File: config.mk
export PLATFORM = sky130hd
export DESIGN_NAME = core_seq
export DESIGN_NICKNAME = d
export VERILOG_FILES = /design/src/rtl/core_seq_pkg.sv /design/src/rtl/core_pc.sv /design/src/rtl/core_seq.sv
export SDC_FILE = /design/constraint.sdc
export NUM_CORES = 1
export LEC_CHECK = 0
export CAP_MARGIN = 20
export CORE_AREA = 2 2 53 55
export CTS_BUF_LIST = sky130_fd_sc_hd__clkbuf_4
export CTS_CLUSTER_DIAMETER = 100
export DETAILED_ROUTE_END_ITERATION = 10
export DIE_AREA = 0 0 55 57
export HOLD_SLACK_MARGIN = 0.06
export PLACE_DENSITY = 0.72
export SETUP_SLACK_MARGIN = 0.15
export SLEW_MARGIN = 40
export SYNTH_ARGS = -nofsm -noshare
export SYNTH_HDL_FRONTEND = slang
export SYNTH_HIERARCHICAL = 1
export SYNTH_SLANG_ARGS = --single-unit
File: constraint.sdc
create_clock -name clk -period 3 [get_ports clk]
set_input_delay 0.6 -clock clk [delete_from_list [all_inputs] [get_ports clk]]
set_output_delay 0.6 -clock clk [all_outputs]
set_load 0.01 [all_outputs]
File: src/rtl/core_seq_pkg.sv
// Shared definitions for the 8-bit core sequencer.
// State encodings and instruction field constants.
package core_seq_pkg;

  typedef enum logic [2:0] {
    S_IDLE   = 3'd0,
    S_FETCH  = 3'd1,
    S_DECODE = 3'd2,
    S_EXEC   = 3'd3,
    S_WB     = 3'd4
  } state_t;

  localparam logic [1:0] OP_R = 2'b00;
  localparam logic [1:0] REG0 = 2'b00;

  // Opcode in [7:6], rd in [5:4]
  function automatic logic is_rf_write(
    input logic [7:0] instr
  );
    return (instr[7:6] == OP_R) &&
           (instr[5:4] != REG0);
  endfunction

endpackage

File: src/rtl/core_pc.sv
// Program counter for the core sequencer.
// Advances by one (wrapping) or loads a redirect target.
import core_seq_pkg::*;

module core_pc #(
  parameter int IMW = 4
) (
  input  logic           clk,
  input  logic           rst,
  input  logic           en,
  input  logic           load,
  input  logic [IMW-1:0] target,
  output logic [IMW-1:0] pc
);

  logic [IMW-1:0] pc_next;

  always_comb begin
    pc_next = pc;
    if (en) begin
      if (load) pc_next = target;
      else      pc_next = pc + IMW'(1);
    end
  end

  always_ff @(posedge clk or posedge rst) begin
    if (rst) pc <= '0;
    else     pc <= pc_next;
  end

endmodule

File: src/rtl/core_seq.sv
// Multicycle fetch/decode/exec/writeback sequencer.
// Owns the IR and is the only source of register-file write strobes.
import core_seq_pkg::*;

module core_seq #(
  parameter int IW  = 8,
  parameter int IMW = 4
) (
  input  logic           clk,
  input  logic           rst,
  input  logic           run,
  output logic           imem_req,
  output logic [IMW-1:0] imem_addr,
  input  logic           imem_valid,
  input  logic [IW-1:0]  imem_data,
  output logic [IW-1:0]  ir,
  input  logic           dec_rf_we,
  input  logic           br_taken,
  input  logic [IMW-1:0] br_target,
  output logic           rf_we,
  output logic           alu_en,
  output logic           retire,
  output logic [IMW-1:0] pc,
  output logic           busy
);

  state_t         state;
  state_t         state_next;
  logic           redirect;
  logic [IMW-1:0] redirect_pc;
  logic           fetch_entry;
  logic           pc_en;

  always_ff @(posedge clk or posedge rst) begin
    if (rst) state <= S_IDLE;
    else     state <= state_next;
  end

  always_comb begin
    state_next = state;
    unique case (state)
      S_IDLE: begin
        if (run) state_next = S_FETCH;
      end
      S_FETCH: begin
        if (imem_valid) state_next = S_DECODE;
      end
      S_DECODE: state_next = S_EXEC;
      S_EXEC:   state_next = S_WB;
      S_WB: begin
        state_next = run ? S_FETCH : S_IDLE;
      end
      default:  state_next = S_IDLE;
    endcase
  end

  always_comb begin
    imem_req = 1'b0;
    alu_en   = 1'b0;
    rf_we    = 1'b0;
    retire   = 1'b0;
    pc_en    = 1'b0;
    busy     = (state != S_IDLE);
    unique case (state)
      S_FETCH: imem_req = 1'b1;
      S_EXEC:  alu_en   = 1'b1;
      S_WB: begin
        rf_we  = dec_rf_we;
        retire = 1'b1;
        pc_en  = 1'b1;
      end
      default: ;
    endcase
  end

  assign imem_addr   = pc;
  assign fetch_entry = (state_next == S_FETCH) &&
                       (state != S_FETCH);

  always_ff @(posedge clk or posedge rst) begin
    if (rst) begin
      ir <= '0;
    end else if (state == S_FETCH && imem_valid) begin
      ir <= imem_data;
    end
  end

  // Branch decision captured at the end of EXEC, consumed in WB
  always_ff @(posedge clk or posedge rst) begin
    if (rst) begin
      redirect    <= 1'b0;
      redirect_pc <= '0;
    end else if (state == S_EXEC) begin
      redirect    <= br_taken;
      redirect_pc <= br_target;
    end else if (fetch_entry) begin
      redirect    <= 1'b0;
    end
  end

  core_pc #(
    .IMW (IMW)
  ) u_pc (
    .clk    (clk),
    .rst    (rst),
    .en     (pc_en),
    .load   (redirect),
    .target (redirect_pc),
    .pc     (pc)
  );

endmodule

==> results.txt, run 1 <==
CTS sink cnt: 20
final instance area: 1350 um2
Worst path top cell family by delay: buffers and inverters
worst setup path startpoint: state[1]$_DFF_PP0_
RePlAce Congestion: 0.692
Synth Instances: 82
fmax: 0.401 GHz
worst skew pair latency: 0.29 ns
#FFs+latches synth: 20
CTS Buf Count: 3
row cnt: 19
Crit Path Class: reg -> out
Fin. Hold Viols: 0
Commonest cells post-synth: dfrtp_1, mux2_2, a21oi_1, buf_4
CP Buf/Inv Count: 2
share of cells above drive strength 1: 0.174
Vias/cell: 5.10
PwrDens: 1000 nW/um2
die height: 57 um
CP arrival: 1.90 ns
Final ANT Viol Nets: 0
WL final: 1.95 mm
Clock transition at path regs: 0.10 ns
top sig layer: met4
Rel. slew slack: 0.576
Post-DP Area: 1320 um2
vias post-DR: 744
Met3 Wirelength: 192 um
Cell Area, Synth: 968 um2
worst hold slack: 0.517 ns
Post-synth EDFFs: 0
Internal Power: 0.000880 W
gr usage total: 0.144
fin util: 0.514
Die ar.: 3140 um2
sequential cell area: 500 um2
Initial DRT Pass Iterations: 4
largest net degree at the start of global routing: 17
antenna cell count: 0
Layout fillers: 261
Port Buffer Count: 38
ys async rst share: 1.00
crit path launch type: register
CP Capture Type: output pin
RR Startpoint: state[1]$_DFF_PP0_
Distinct cells, synth: 25
combinational group share of total power: 0.507
initial antenna violation count: 0
Initial Util: 0.370
status: finished, final reports clean
H-tree depth: 1
Max FO, Critical Path: 10
Root Driver: clkbuf_4
final count of negative-setup-slack endpoints: 0
met2 wire len: 950 um
I/O pin total: 39
ys flop type: dfrtp_1
CTS tree: built
DR WL/cell: 13.4 um
switching power: 0.000466 W
Synth area leader: dfrtp_1
nets@finish: 136
first-pass GRT wire length: 3.22 mm
Resize count post-CTS: 0
period utilization: 0.832
VDD IR max: 631 uV
Clk pwr share: 0.090
crit-path cells: nor3b_1 -> buf_4 -> and2_1 -> clkdlybuf4s50_1
vias in the first global route: 751
Worst EP required: 2.40 ns
Tmin final: 2.50 ns
CP max-delay cell: clkdlybuf4s50_1
GRT overflow: 0
DRC: 0
top cell type's share of synthesized area: 0.517
most common cell in the synthesized netlist: dfrtp_1
post-synthesis sequential area ratio: 0.517
DRT iter0 DRCs: 9
P&R area growth vs syn: 38.9%
Worst-Margin Slew: 0.636 ns
area of the multi-input gates: 377 um2
sw frac: 0.346
Total Neg Setup Slack: 0 ns
Worst Hold Class: in -> async
Die X: 55 um
YS warnings: 6
Slew Viols, Final: 0
Clock Skews: 0.00666 ns
Leak: 0.570 nW
met1 wire length: 773 um
slowest stage delay, CP: 0.52 ns
sequential share of power: 0.403
max cap viols: 0
Avg Cell Area, Syn: 11.8 um2
half-perimeter wire length after placement: 1.47 mm
RSZ-0062 raised after global routing: no
maximum clock path buffer count: 2
Setup Buffers After CTS: 0
Syn Nets: 101
synth top area cells: dfrtp_1, mux2_2, buf_4, a21oi_1, nand2b_1
cts hold-fix bufs: 0
CORE AREA: 2620 um2
## path summary, 6_finish.rpt
path	slack, ns	cells after the start	end
max in group asynchronous	1.87	2	ir[2]$_DFFE_PP0P_
worst min register to register	0.52	1	redirect_pc[0]$_DFFE_PP0N_
min in group clk	0.52	1	redirect_pc[0]$_DFFE_PP0N_
worst max register to register	1.58	2	ir[2]$_DFFE_PP0P_
worst max-delay path	0.50	4	rf_we
worst min-delay path	0.52	2	u_pc/pc[3]$_DFFE_PP0P_
## registers in the layout, summed over array words and instances, names as in the netlist
| name | cells |
|---|---|
| redirect | 1 |
| redirect_pc | 4 |
| ir | 8 |
| u_pc/pc | 4 |
| state | 3 |
## worst register-to-register path, cell delays in order (launching register included)
cell and delay (ns):
dfrtp_1 0.51, nor3_4 0.42, mux2_2 0.38
## stage by stage
stage          power [W]  cells  setup slack (ns)
4_1_cts          0.00137    146             0.476
3_3_place_gp     0.00122    143             0.723
5_1_grt          0.00145    146             0.347
6_report         0.00135    146             0.505
3_5_place_dp     0.00124    143             0.706
2_1_floorplan   0.000957     82              1.24
## logic make-up after synthesis
family          Yosys count  share of synthesized area
flops                    20                      0.517
compound gates           15                     0.0982
fa+ha+maj                 1                     0.0129
buf+inv                  14                     0.0943
simple gates             19                      0.128
mux                      13                      0.150
## power groups by stage
stage / clock network [W] / logic (W) / registers [W]
2_1_floorplan: 0 / 0.000434 / 0.000523
3_3_place_gp: 0 / 0.000678 / 0.000538
3_5_place_dp: 0 / 0.000688 / 0.000550
4_1_cts: 0.000130 / 0.000693 / 0.000544
5_1_grt: 0.000145 / 0.000743 / 0.000567
6_report: 0.000121 / 0.000683 / 0.000543
## cell type report
type / count / share of cell area
clock buffers: 3 / 0.0167
inverters: 5 / 0.0140
well taps: 31 / 0.0288
multi-input cells: 48 / 0.280
flip-flops and latches: 20 / 0.372
repair buffers: 39 / 0.288
## layout by cell type (no fill, tap or decap)
cell type and n:
a21oi_1 6, nand2b_1 4, o21ai_0 1, o21a_1 2, buf_4 1, nand2_4 1
ha_1 1, nor3b_1 2, o22ai_1 3, dfrtp_1 20, mux2_2 12, inv_1 5
nor2_1 5, and2_1 1, nand3_1 1, mux2i_1 1, a22o_1 2, clkdlybuf4s50_1 38
nor2b_1 1, nor3_4 1, clkbuf_4 3, nor2_2 1, a31o_2 1, nand3b_1 1
or3_1 1
## per-layer routing
| metal | vias to the layer above | global-route usage |
|---|---|---|
| met1 | 357 | 0.162 |
| met2 | 41 | 0.236 |
| met4 | 0 | 0.0732 |
| met5 | - | 0 |
| li1 | 342 | - |
| met3 | 4 | 0.0471 |
Power figures use the tool's default switching activity.
==> run 2, diff against run 1 <==
==> constraint.sdc (replaced) <==
create_clock -name clk -period 2.4 [get_ports clk]
set_input_delay 0.48 -clock clk [delete_from_list [all_inputs] [get_ports clk]]
set_output_delay 0.48 -clock clk [all_outputs]
set_load 0.01 [all_outputs]
==> run 2 against run 1 <==
  * Global-route usage is 1.3 points higher
  * Die area stayed put
  * Sequential share of layout area down 1.0 points
  * Largest power group unchanged
==> results.txt, run 2 (same netlist as run 1, synthesis figures left out) <==
final count of negative-setup-slack endpoints: 0 (unchanged)
VDD IR max: 707 uV (was 631 uV)
Total Neg Setup Slack: 0 ns (unchanged)
Final ANT Viol Nets: 0 (unchanged)
Clock transition at path regs: 0.11 ns (was 0.10 ns)
worst skew pair latency: 0.30 ns (was 0.29 ns)
Die ar.: 3140 um2 (unchanged)
gr usage total: 0.157 (was 0.144)
die height: 57 um (unchanged)
Crit Path Class: reg -> out (unchanged)
worst setup path startpoint: state[2]$_DFF_PP0_ (was state[1]$_DFF_PP0_)
CTS tree: built (unchanged)
CORE AREA: 2620 um2 (unchanged)
commonest non-fill, non-tap cell in the layout: clkdlybuf4s50_1 (unchanged)
Place WS: 0.308 ns (was 0.706 ns)
most frequent cells in the layout: clkdlybuf4s50_1, dfrtp_1, mux2_2, a21oi_1 (unchanged)
nets@finish: 139 (was 136)
Tmin final: 2.17 ns
crit-path cells: nor3b_4 -> and2_1 -> clkdlybuf4s50_1 (was nor3b_1 -> buf_4 -> and2_1 -> clkdlybuf4s50_1)
largest registers: ir x8, redirect_pc x4, u_pc/pc x4 (unchanged)
slowest stage delay, CP: 0.52 ns (about the same)
Top reg by flops: ir (unchanged)
largest net degree at the start of global routing: 17 (unchanged)
met1 Track Usage GR: 0.187 (was 0.162)
I/O pin total: 39 (unchanged)
half-perimeter wire length after placement: 1.55 mm (was 1.47 mm)
maximum clock path buffer count: 2 (unchanged)
period utilization: 0.902
Worst-Margin Slew: 0.635 ns (was 0.636 ns)
CTS Buf Count: 3 (unchanged)
initial antenna violation count: 0 (unchanged)
max reg flops: 8 (unchanged)
share of cells above drive strength 1: 0.218 (was 0.174)
DRT iter0 DRCs: 9 (unchanged)
first-pass GRT wire length: 3.49 mm (was 3.22 mm)
cts hold-fix bufs: 0 (unchanged)
Fin. Hold Viols: 0 (unchanged)
max cap viols: 0 (unchanged)
vias in the first global route: 801 (was 751)
status: finished, final reports clean (unchanged)
H-tree depth: 1 (unchanged)
Max FO, Critical Path: 8 (was 10)
Initial DRT Pass Iterations: 4 (unchanged)
Initial Util: 0.370 (unchanged)
P&R area growth vs syn: 43.5% (was 38.9%)
vias post-DR: 747 (was 744)
Clock Skews: 0.00706 ns (was 0.00666 ns)
Leak: 0.606 nW (was 0.570 nW)
crit path launch type: register (unchanged)
CP Capture Type: output pin (unchanged)
M3 GR Usage: 0.0602 (was 0.0471)
RSZ-0062 raised after global routing: no (unchanged)
RR Startpoint: state[1]$_DFF_PP0_ (unchanged)
Worst Hold Class: in -> async (unchanged)
Worst EP required: 1.92 ns (was 2.40 ns)
Vias/cell: 4.98 (was 5.10)
worst hold slack: 0.389 ns (was 0.517 ns)
DR WL/cell: 13.6 um (was 13.4 um)
RePlAce Congestion: 0.667 (was 0.692)
row cnt: 19 (unchanged)
Root Driver: clkbuf_4 (unchanged)
Slew Viols, Final: 0 (unchanged)
Rel. slew slack: 0.576 (about the same)
area of the multi-input gates: 388 um2 (was 377 um2)
antenna cell count: 0 (unchanged)
fmax: 0.462 GHz
final worst setup slack: 0.234 ns (was 0.505 ns)
Port Buffer Count: 38 (unchanged)
CP arrival: 1.69 ns (was 1.90 ns)
GRT overflow: 0 (unchanged)
most used routing layer: met2 (unchanged)
WL final: 2.04 mm (was 1.95 mm)
met2 GRT Util: 0.250 (was 0.236)
Layout fillers: 257 (was 261)
DRC: 0 (unchanged)
sequential cell area: 503 um2 (was 500 um2)
Die X: 55 um (unchanged)
CTS sink cnt: 20 (unchanged)
CP max-delay cell: clkdlybuf4s50_1 (unchanged)
PwrDens: 1250 nW/um2 (was 1000 nW/um2)
-- run 2: cell types whose count changed in the layout (fill, tap and decap cells not counted) --
| cell | before | now |
|---|---|---|
| dfrtp_1 | 20 | 18 |
| dfrtp_2 | 0 | 2 |
| nor3b_4 | 0 | 1 |
| buf_4 | 1 | 4 |
| dlymetal6s2s_1 | 0 | 2 |
| nor3b_1 | 2 | 1 |
| clkdlybuf4s50_1 | 38 | 36 |
| clkinv_1 | 0 | 1 |
-- run 2: cell type report --
| cell class | count | area share |
|---|---|---|
| multi-input cells | 48 | 0.279 |
| flip-flops and latches | 20 | 0.362 |
| inverters | 5 | 0.0135 |
| well taps | 31 | 0.0279 |
| repair buffers | 42 | 0.299 |
| clock buffers | 3 | 0.0162 |
| clock inverters | 1 | 0.00270 |
-- run 2: through the flow --
stage	cell area, um2	power, W	cells	utilization
detailed placement	1340	0.00157	145	0.511
floorplan	968	0.00120	82	-
CTS	1380	0.00176	149	0.527
global placement	1340	0.00154	145	0.511
global route	1390	0.00190	150	0.532
finish	1390	0.00174	150	0.532
-- run 2: layer usage --
layer,vias to the layer above,wire length (um),part of all wire
li1,353,-,-
met1,353,817,0.40
met2,36,966,0.47
met3,5,211,0.10
met4,0,40,0.020
met5,-,0,0
-- run 2: critical path: cells and delay by family (launching register included) --
family	cells	cell delay [ns]
flip-flops	1	0.47
buffers and inverters	1	0.52
AND/OR/NAND/NOR	2	0.40
-- run 2: final timing paths --
path | to | slack [ns] | depth (start not counted)
min reg2reg | ir[0]$_DFFE_PP0P_ | 0.52 | 1
min in group clk | ir[0]$_DFFE_PP0P_ | 0.52 | 1
max in group asynchronous | state[2]$_DFF_PP0_ | 1.37 | 2
max reg2reg | ir[5]$_DFFE_PP0P_ | 0.92 | 3
min | u_pc/pc[3]$_DFFE_PP0P_ | 0.39 | 2
max | rf_we | 0.23 | 3
-- run 2: timing repair --
action / CTS / global route
pin swaps: 1 / 0
setup endpoints to repair: 2 / 3
gates resized for setup: 4 / 2
endpoints found under the hold margin: 0 / 0
setup buffers: 0 / 1
-- run 2: where the power goes --
part	switching, W	internal [W]	total (W)
clock network	0.000100	0.0000606	0.000161
registers	0.000161	0.000504	0.000665
logic	0.000348	0.000566	0.000913
